--- config.mk ---
export PLATFORM = sky130hd
export DESIGN_NAME = uart_param_transmitter
export DESIGN_NICKNAME = d
export VERILOG_FILES = /design/src/rtl/uart_pkg.sv /design/src/rtl/uart_sync_fifo.sv /design/src/rtl/uart_param_transmitter.sv
export SDC_FILE = /design/constraint.sdc
export NUM_CORES = 1
export LEC_CHECK = 0
export ABC_AREA = 1
export BUFFER_PORTS_ARGS = -buffer_cell sky130_fd_sc_hd__buf_2
export CORE_UTILIZATION = 60
export CTS_CLUSTER_SIZE = 30
export DETAILED_ROUTE_END_ITERATION = 10
export PLACE_DENSITY = 0.8
export SYNTH_ARGS = -nofsm -noshare
export SYNTH_HDL_FRONTEND = slang
export SYNTH_HIERARCHICAL = 1
export SYNTH_SLANG_ARGS = --single-unit
export TNS_END_PERCENT = 30
--- constraint.sdc ---
create_clock -name clk -period 4.32 [get_ports clk]
set_input_delay 0.648 -clock clk [delete_from_list [all_inputs] [get_ports clk]]
set_output_delay 0.648 -clock clk [all_outputs]
set_load 0.01 [all_outputs]
--- src/rtl/uart_pkg.sv ---
// Shared types and helpers for the parametrised UART blocks: FSM states,
// parity mode constants and the rounded clock/baud divisor calculation.
package uart_pkg;

  typedef enum logic [2:0] {
    ST_IDLE,
    ST_START,
    ST_DATA,
    ST_PARITY,
    ST_STOP
  } tx_state_t;

  localparam logic PARITY_EVEN = 1'b0;
  localparam logic PARITY_ODD  = 1'b1;

  // Rounded CLK_FREQ/BAUD; returns 0 when the ratio is too small to time a bit.
  function automatic int calc_div(input int clk_freq, input int baud);
    longint q;
    q = (longint'(clk_freq) + longint'(baud) / 2) / longint'(baud);
    return (q < 2) ? 0 : int'(q);
  endfunction

endpackage

--- src/rtl/uart_sync_fifo.sv ---
// Single-clock first-word-fall-through FIFO; head is valid whenever level != 0.
// Pushes while full are dropped, pops while empty are ignored.
module uart_sync_fifo #(
  parameter int WIDTH = 8,
  parameter int DEPTH = 16
) (
  input  logic                   clk,
  input  logic                   rst,
  input  logic                   i_push,
  input  logic                   i_pop,
  input  logic [WIDTH-1:0]       i_data,
  output logic [WIDTH-1:0]       o_head,
  output logic [$clog2(DEPTH):0] o_level,
  output logic                   o_full
);

  localparam int AW = $clog2(DEPTH);

  logic [WIDTH-1:0] r_mem [DEPTH];
  logic [AW-1:0]    r_wr_ptr;
  logic [AW-1:0]    r_rd_ptr;
  logic [AW:0]      r_level;
  logic             w_push;
  logic             w_pop;

  assign o_full  = (r_level == (AW+1)'(DEPTH));
  assign w_push  = i_push & ~o_full;
  assign w_pop   = i_pop & (r_level != '0);
  assign o_head  = r_mem[r_rd_ptr];
  assign o_level = r_level;

  // Storage carries no reset so it maps onto distributed RAM.
  always_ff @(posedge clk) begin
    if (w_push) begin
      r_mem[r_wr_ptr] <= i_data;
    end
  end

  always_ff @(posedge clk or posedge rst) begin
    if (rst) begin
      r_wr_ptr <= '0;
      r_rd_ptr <= '0;
      r_level  <= '0;
    end else begin
      if (w_push) r_wr_ptr <= r_wr_ptr + AW'(1);
      if (w_pop)  r_rd_ptr <= r_rd_ptr + AW'(1);
      case ({w_push, w_pop})
        2'b10:   r_level <= r_level + (AW+1)'(1);
        2'b01:   r_level <= r_level - (AW+1)'(1);
        default: r_level <= r_level;
      endcase
    end
  end

endmodule

--- src/rtl/uart_param_transmitter.sv ---
// Parametrised UART transmitter with TX FIFO; define UART_TX_PARITY_EN to
// insert a runtime-selectable even/odd parity bit after the data bits.
module uart_param_transmitter
  import uart_pkg::*;
#(
  parameter int CLK_FREQ   = 25000000,
  parameter int BAUD       = 115200,
  parameter int DATA_W     = 8,
  parameter int STOP_BITS  = 2,
  parameter int FIFO_DEPTH = 16
) (
  input  logic                        clk,
  input  logic                        rst,
  input  logic [DATA_W-1:0]           tx_data,
  input  logic                        tx_valid,
  output logic                        tx_ready,
  input  logic                        cfg_parity_odd,
  output logic                        txd,
  output logic                        busy,
  output logic [$clog2(FIFO_DEPTH):0] fifo_level,
  output logic                        done
);

  localparam int DIV = calc_div(CLK_FREQ, BAUD);
  localparam int CW  = $clog2(DIV);
  localparam int LW  = $clog2(FIFO_DEPTH) + 1;

  localparam logic [CW-1:0] CNT_MAX   = CW'(DIV - 1);
  localparam logic [3:0]    LAST_DATA = 4'(DATA_W - 1);
  localparam logic [3:0]    LAST_STOP = 4'(STOP_BITS - 1);

  if (DIV < 2) begin : g_bad_div
    $error("uart_param_transmitter: CLK_FREQ/BAUD must round to at least 2");
  end
  if (DATA_W < 5 || DATA_W > 9) begin : g_bad_width
    $error("uart_param_transmitter: DATA_W must be 5..9");
  end
  if (STOP_BITS != 1 && STOP_BITS != 2) begin : g_bad_stop
    $error("uart_param_transmitter: STOP_BITS must be 1 or 2");
  end
  if (FIFO_DEPTH < 2 || (FIFO_DEPTH & (FIFO_DEPTH - 1)) != 0) begin : g_bad_depth
    $error("uart_param_transmitter: FIFO_DEPTH must be a power of 2, at least 2");
  end

  logic [DATA_W-1:0] w_head;
  logic [LW-1:0]     w_level;
  logic              w_full;
  logic              w_push;
  logic              w_pop;
  logic              w_have_data;
  logic              w_tick;
  logic              w_last_stop;

  tx_state_t         r_state;
  logic [CW-1:0]     r_cnt;
  logic [3:0]        r_bit_idx;
  logic [DATA_W-1:0] r_shift;
  logic              r_txd;
  logic              r_done;
`ifdef UART_TX_PARITY_EN
  logic              r_parity;
`else
  logic              w_unused_cfg;
  assign w_unused_cfg = cfg_parity_odd;
`endif

  assign w_push      = tx_valid & ~w_full;
  assign w_have_data = (w_level != '0);
  assign w_tick      = (r_cnt == '0);
  assign w_last_stop = (r_state == ST_STOP) && w_tick && (r_bit_idx == LAST_STOP);
  // Pop from idle, or back-to-back straight out of the final stop bit.
  assign w_pop       = w_have_data && ((r_state == ST_IDLE) || w_last_stop);

  uart_sync_fifo #(
    .WIDTH (DATA_W),
    .DEPTH (FIFO_DEPTH)
  ) u_fifo (
    .clk     (clk),
    .rst     (rst),
    .i_push  (w_push),
    .i_pop   (w_pop),
    .i_data  (tx_data),
    .o_head  (w_head),
    .o_level (w_level),
    .o_full  (w_full)
  );

  always_ff @(posedge clk or posedge rst) begin
    if (rst) begin
      r_state   <= ST_IDLE;
      r_cnt     <= '0;
      r_bit_idx <= '0;
      r_shift   <= '0;
      r_txd     <= 1'b1;
      r_done    <= 1'b0;
`ifdef UART_TX_PARITY_EN
      r_parity  <= 1'b0;
`endif
    end else begin
      r_done <= 1'b0;
      case (r_state)
        ST_IDLE: begin
          r_txd <= 1'b1;
        end
        ST_START: begin
          if (w_tick) begin
            r_state   <= ST_DATA;
            r_txd     <= r_shift[0];
            r_shift   <= r_shift >> 1;
            r_bit_idx <= '0;
            r_cnt     <= CNT_MAX;
          end else begin
            r_cnt <= r_cnt - CW'(1);
          end
        end
        ST_DATA: begin
          if (w_tick) begin
            r_cnt <= CNT_MAX;
            if (r_bit_idx == LAST_DATA) begin
`ifdef UART_TX_PARITY_EN
              r_state <= ST_PARITY;
              r_txd   <= r_parity;
`else
              r_state   <= ST_STOP;
              r_txd     <= 1'b1;
              r_bit_idx <= '0;
`endif
            end else begin
              r_txd     <= r_shift[0];
              r_shift   <= r_shift >> 1;
              r_bit_idx <= r_bit_idx + 4'd1;
            end
          end else begin
            r_cnt <= r_cnt - CW'(1);
          end
        end
`ifdef UART_TX_PARITY_EN
        ST_PARITY: begin
          if (w_tick) begin
            r_state   <= ST_STOP;
            r_txd     <= 1'b1;
            r_bit_idx <= '0;
            r_cnt     <= CNT_MAX;
          end else begin
            r_cnt <= r_cnt - CW'(1);
          end
        end
`endif
        ST_STOP: begin
          if (w_tick) begin
            if (r_bit_idx == LAST_STOP) begin
              r_done  <= 1'b1;
              r_state <= ST_IDLE;
            end else begin
              r_bit_idx <= r_bit_idx + 4'd1;
              r_cnt     <= CNT_MAX;
            end
          end else begin
            r_cnt <= r_cnt - CW'(1);
          end
        end
        default: begin
          r_state <= ST_IDLE;
          r_txd   <= 1'b1;
          r_cnt   <= '0;
        end
      endcase

      // Frame load overrides the idle/stop transitions above.
      if (w_pop) begin
        r_state <= ST_START;
        r_shift <= w_head;
        r_txd   <= 1'b0;
        r_cnt   <= CNT_MAX;
`ifdef UART_TX_PARITY_EN
        r_parity <= (^w_head) ^ (cfg_parity_odd == PARITY_ODD);
`endif
      end
    end
  end

  assign txd        = r_txd;
  assign done       = r_done;
  assign busy       = (r_state != ST_IDLE);
  assign tx_ready   = ~w_full;
  assign fifo_level = w_level;

endmodule
==> impl_metrics.toml, run 1 <==
[clock_network]
clkSlewWorstSetupHoldPaths_ps = 60
htreeDepth = 4
clk_latency_ps = 430
cts.sinks = 166
numCtsBuffers = 17
cts_max_path_buffers = 2
cts_tree = "done"
cts_hold_buf = 0
root_buffer = "clkbuf_16"
post-cts-setup-buffers = 0
cts_resized = 0

[drt]
drtAntennaViolNets = 0
drt_iter0_markers = 521
wl_per_cell_um = 15.6
firstDrtPassIters = 5
avgViaCountPerCell = 5.41
vias = 5576
drc = 0
wl_mm = 16.1

[timing]
tightest_slew_ps = 970
fmax_mhz = 338
fin_crit_ps = 2960
rsz0062_at_grt = "no"
drv_slew = 0
tns_ps = 0
hold_violations = 0
relSlewSlack_pct = 35.3
min_period_over_period_pct = 68.5
fin_worst_skew_ps = 11.5
final-setup-viol-count = 0

[outcome]
status = "complete, no violations"

[critical_path]
crit_fanout = 14
start_kind = "flop"
crit_start = "r_cnt[0]$_DFFE_PP0P_"
cp.required_ps = 4610
crit_type = "flop to flop"
r2r-start = "r_cnt[0]$_DFFE_PP0P_"
cp.arrival_ps = 3250
end_kind = "flop"

[yosys]
netlist.area_leader.share_pct = 49.3
yosysWarnings = 6
syn_inst = 827
syn_avg_cell_area_um2 = 9.42
synth_cell_types = 36
synthTopCellsByArea = "edfxtp_1, nand2_1, dfrtp_1, inv_1, nand3_1"
ys_seq_area_share_pct = 61.5
yosys.area.top_type = "edfxtp_1"
yosys_register_bits = 166
syn-num-nets = 852
synthesis.area_um2 = 7790

[global_routing]
grt_pass1_wl_mm = 25.5
antenna_found_initial = 0
grt_overflow = 0
grt_pass1_vias = 5252
grt_max_degree = 82
grt.total_usage_pct = 25.7

[die]
fp-row-count = 41
fp.dieH_um = 116
die_area_um2 = 13400
start_util_pct = 61.7
core_region_area_um2 = 12600
ios = 21
chipWidth_um = 116

[finish]
num_antenna_cells = 0
num-fill-cells = 934
nNetsFinal = 870
area_growth_pct = 10.2
drive_gt1_share_pct = 9.44
final_cell_mix = "nand2_1, edfxtp_1, inv_1, nor2_1, nand3_1"
final_common_cell = "nand2_1"
finalNonFillerCells = 1030

[power_and_ir_drop]
ir_worst_vdd_mv = 0.430
leakagePower_uw = 0.00390
p_per_area_nw_per_um2 = 457

[placed_design]
dp.cells = 998
place_congestion = 0.826
dp_hpwl_mm = 10.0
io_buffers = 19

[job]
drv_cap = 0

[hold_path]
hp-class = "primary input to asynchronous set/reset pin"
==> logic make-up after synthesis <==
| family | Yosys count | share of synthesized area (%) |
|---|---|---|
| flip-flops | 166 | 61.5 |
| AND/OR/NAND/NOR | 484 | 26.2 |
| AO/OA/AOI/OAI | 30 | 2.30 |
| XOR/XNOR | 10 | 1.12 |
| adder cells (fa/ha/maj) | 13 | 2.18 |
| buffers and inverters | 124 | 6.62 |
==> cell usage after synthesis <==
cell / count
nand3b_1: 1
buf_12: 1
buf_2: 12
inv_2: 5
xor2_1: 6
nand2_1: 303
fa_1: 1
clkbuf_1: 4
o21bai_1: 1
ha_1: 12
edfxtp_1: 128
nand4_1: 8
dfrtp_1: 37
nand3_1: 70
nor3_1: 2
inv_1: 97
nand2_4: 1
nand3_4: 1
nor2_1: 81
buf_4: 3
o21ai_2: 2
dfstp_2: 1
nand3_2: 1
xnor2_1: 4
nor2_8: 1
nor2_2: 3
nand2_8: 2
o21ai_0: 15
a21oi_1: 8
a21oi_4: 1
buf_1: 1
buf_6: 1
o32ai_1: 2
nand2_2: 9
o21ai_1: 1
nor2_4: 1
==> metal layers <==
layer / GRT usage [%] / share of wire, % / up-vias
met5: 0 / 0 / -
li1: - / - / 2686
met2: 41.7 / 49 / 250
met3: 4.55 / 6.4 / 45
met4: 12.5 / 2.5 / 0
met1: 33.7 / 42 / 2595
==> worst max-delay path, cell delays in order, from the launching register on <==
cell     delay [ps]
dfrtp_1         360
inv_1           100
ha_1            250
nand2_2         130
nor2_8          200
nand2_4          90
nand2_8         120
nand2_8         120
inv_2           110
nand2_1         150
inv_1           160
ha_1            310
ha_1            320
nand3_1         120
nand4_1          90
nand3_1          90
o21ai_0         100
==> layout make-up <==
type / count / area (um2) / share of cell area, %
multi-input combinational: 537 / 2480 / 28.9
clock inverter: 13 / 158 / 1.84
timing repair buffer: 21 / 110 / 1.28
tap: 172 / 215 / 2.51
inverter: 102 / 383 / 4.46
clock buffer: 19 / 443 / 5.16
sequential: 166 / 4800 / 55.9
==> where the power goes <==
part	internal, uW	switching (uW)	leakage, uW	total, uW
Clock	920	588	0.000285	1510
Combinational	130	329	0.00199	459
Sequential	1880	78.7	0.00163	1960
==> flip-flops by register name, indices dropped and copies added (netlist names) <==
register	flops
r_cnt	8
u_fifo/o_level	5
u_fifo/r_mem	128
u_fifo/r_wr_ptr	4
r_shift	8
txd	1
r_bit_idx	4
u_fifo/r_rd_ptr	4
r_state	3
done	1
==> metrics by stage <==
step | util (%) | cell area [um2] | total power (uW) | hold slack (ps) | setup WS [ps]
3_3_place_gp | 63.3 | 7990 | 2410 | 451 | 1540
4_1_cts | 68.0 | 8590 | 3940 | 263 | 1390
2_1_floorplan | - | 7790 | 2280 | 443 | 1720
5_1_grt | 68.0 | 8590 | 4070 | 289 | 1160
6_report | 68.0 | 8590 | 3920 | 257 | 1360
3_5_place_dp | 63.3 | 7990 | 2440 | 465 | 1410
==> path summary, 6_finish.rpt <==
| kind | endpoint | slack (ps) | depth (start not counted) |
|---|---|---|---|
| setup / recovery | u_fifo/o_level[3]$_DFFE_PP0P_ | 1360 | 16 |
| hold / removal | u_fifo/o_level[1]$_DFFE_PP0P_ | 260 | 2 |
| setup reg to reg | u_fifo/o_level[3]$_DFFE_PP0P_ | 1360 | 16 |
| hold reg to reg | txd$_DFFE_PP1P_ | 470 | 2 |
| max in group asynchronous | r_bit_idx[3]$_DFFE_PP0P_ | 3270 | 2 |
| min in group clk | txd$_DFFE_PP1P_ | 470 | 2 |
(Power assumes the default switching activity.)
==> run 2, diff against run 1 <==
Clock period 4.32 ns to 2.8 ns, I/O delays scaled along.
==> run 2 against run 1 <==
Clock skew about the same; via count increased by 2.0%; critical endpoint is now u_fifo/o_level[4]$_DFFE_PP0P_; combinational power increased by 78%; clock-buffer cell count increased by 5; largest cell class unchanged.
==> impl_metrics.toml, run 2 (synthesized netlist as in run 1, its figures left out) <==
[drt]
drtAntennaViolNets = 0
drt_iter0_markers = 569
firstDrtPassIters = 5
avgViaCountPerCell = 5.42
wl_per_cell_um = 15.9
drc = 0
wl_mm = 16.7
vias = 5686

[global_routing]
grt_max_degree = 82
grt_pass1_vias = 5309
grt_overflow = 0
grt.total_usage_pct = 26.7
antenna_found_initial = 0
grt_pass1_wl_mm = 26.2

[power_and_ir_drop]
ir_worst_vdd_mv = 0.473
pwr-share-clk_pct = 35.6
switching_share_pct = 26.2
pwr-share-seq_pct = 50.7
p_per_area_nw_per_um2 = 682
finalPower_uw = 5930
p_sw_uw = 1550
leakagePower_uw = 0.00397
power_frac_comb_pct = 13.8
intPower_uw = 4380

[clock_network]
htreeDepth = 4
cts_max_path_buffers = 2
clk_latency_ps = 430
root_buffer = "clkbuf_16"
cts_tree = "done"
numCtsBuffers = 17
cts.sinks = 166
clkSlewWorstSetupHoldPaths_ps = 60

[timing]
relSlewSlack_pct = 35.2
tightest_slew_ps = 971
final-setup-viol-count = 0
setup_ws_ps = 192
hold_violations = 0
fmax_mhz = 383
min_period_over_period_pct = 93.2
drv_slew = 0
tns_ps = 0
fin_worst_skew_ps = 11.9
fin_crit_ps = 2610

[finish]
final_common_cell = "nand2_1"
num-fill-cells = 937
final_cell_mix = "nand2_1, edfxtp_1, inv_1, nor2_1, nand3_1"
largest_reg_flops = 128
register_area_um2 = 4800
num_antenna_cells = 0
multiInputGateArea_um2 = 2500
nNetsFinal = 890
area_growth_pct = 11.6
top_register = "u_fifo/r_mem"
drive_gt1_share_pct = 11.6
finalNonFillerCells = 1050
top_regs = "u_fifo/r_mem: 128 flops, r_cnt: 8 flops, r_shift: 8 flops"

[critical_path]
cp.required_ps = 3120
start_kind = "flop"
cp.arrival_ps = 2920
end_kind = "flop"
crit_type = "flop to flop"
crit_fanout = 14

[die]
fp.dieH_um = 116
start_util_pct = 61.7
chipWidth_um = 116
fp-row-count = 41
core_region_area_um2 = 12600
ios = 21
die_area_um2 = 13400

[hold_path]
hp-class = "primary input to asynchronous set/reset pin"

[placed_design]
io_buffers = 19
dp.cells = 1016
dp_hpwl_mm = 10.5
post-place-ws_ps = 121
place_congestion = 0.875

[outcome]
status = "complete, no violations"

[job]
drv_cap = 0
## run 2: cell count changes in the layout (fill, tap and decap cells not counted), moves of 2 or more
| cell | delta |
|---|---|
| clkbuf_1 | +2 |
| ha_1 | -2 |
| bufinv_16 | -3 |
| buf_4 | +20 |
| clkbuf_8 | +3 |
## run 2: what timing repair did
| item | in CTS | in global routing |
|---|---|---|
| setup buffers | 0 | 2 |
| endpoints found under the setup margin | 0 | 3 |
| hold buffers | 0 | 0 |
| resized for setup | 0 | 5 |
## run 2: through the flow
stage,area (um2),hold slack (ps),utilization [%]
finish,8700,37.2,68.9
global route,8700,76.6,68.9
CTS,8660,29.4,68.6
detailed placement,8120,465,64.4
global placement,8120,448,64.4
floorplan,7790,297,-
## run 2: power groups by stage
| stage | sequential, uW | combinational (uW) | clock, uW |
|---|---|---|---|
| finish | 3000 | 817 | 2110 |
| CTS | 3000 | 785 | 2130 |
| global route | 3020 | 900 | 2220 |
| global placement | 3030 | 730 | 0 |
| floorplan | 3050 | 462 | 0 |
| detailed placement | 3050 | 772 | 0 |
## run 2: final cells by class
cell class | count | area share (%)
clock buffer | 24 | 5.65
multi-input combinational | 537 | 28.8
clock inverter | 8 | 0.575
inverter | 102 | 4.40
sequential | 166 | 55.1
timing repair buffer | 41 | 2.99
tap | 172 | 2.47
## run 2: critical path, cell delays in order, from the launching register on
cell	delay (ps)
dfrtp_1	450
inv_1	90
nand2_1	50
nor2_1	220
nand2_2	210
nand2_8	180
inv_2	60
nand2_1	100
inv_2	70
ha_4	180
fa_1	400
nand2_1	110
nand3_1	100
nand3_1	100
nand2_1	80
nand2_1	60
nand2_1	40
## run 2: metal layers
metal | GRT usage, % | up-vias | routed length [um]
li1 | - | 2720 | -
met1 | 35.7 | 2679 | 6980
met2 | 42.5 | 254 | 8130
met3 | 5.13 | 33 | 1230
met4 | 12.6 | 0 | 358
met5 | 0 | - | 0
## run 2: worst paths after layout
kind | start | endpoint | slack (ps) | cells past startpoint
max in group asynchronous | rst | r_cnt[1]$_DFFE_PP0P_ | 1980 | 2
min | rst | u_fifo/o_level[3]$_DFFE_PP0P_ | 40 | 2
max reg2reg | u_fifo/o_level[1]$_DFFE_PP0P_ | u_fifo/o_level[4]$_DFFE_PP0P_ | 190 | 16
min in group clk | tx_data[3] | u_fifo/r_mem[10][3]$_DFFE_PP_ | 420 | 1
min reg2reg | txd$_DFFE_PP1P_ | txd$_DFFE_PP1P_ | 470 | 2
max | u_fifo/o_level[1]$_DFFE_PP0P_ | u_fifo/o_level[4]$_DFFE_PP0P_ | 190 | 16
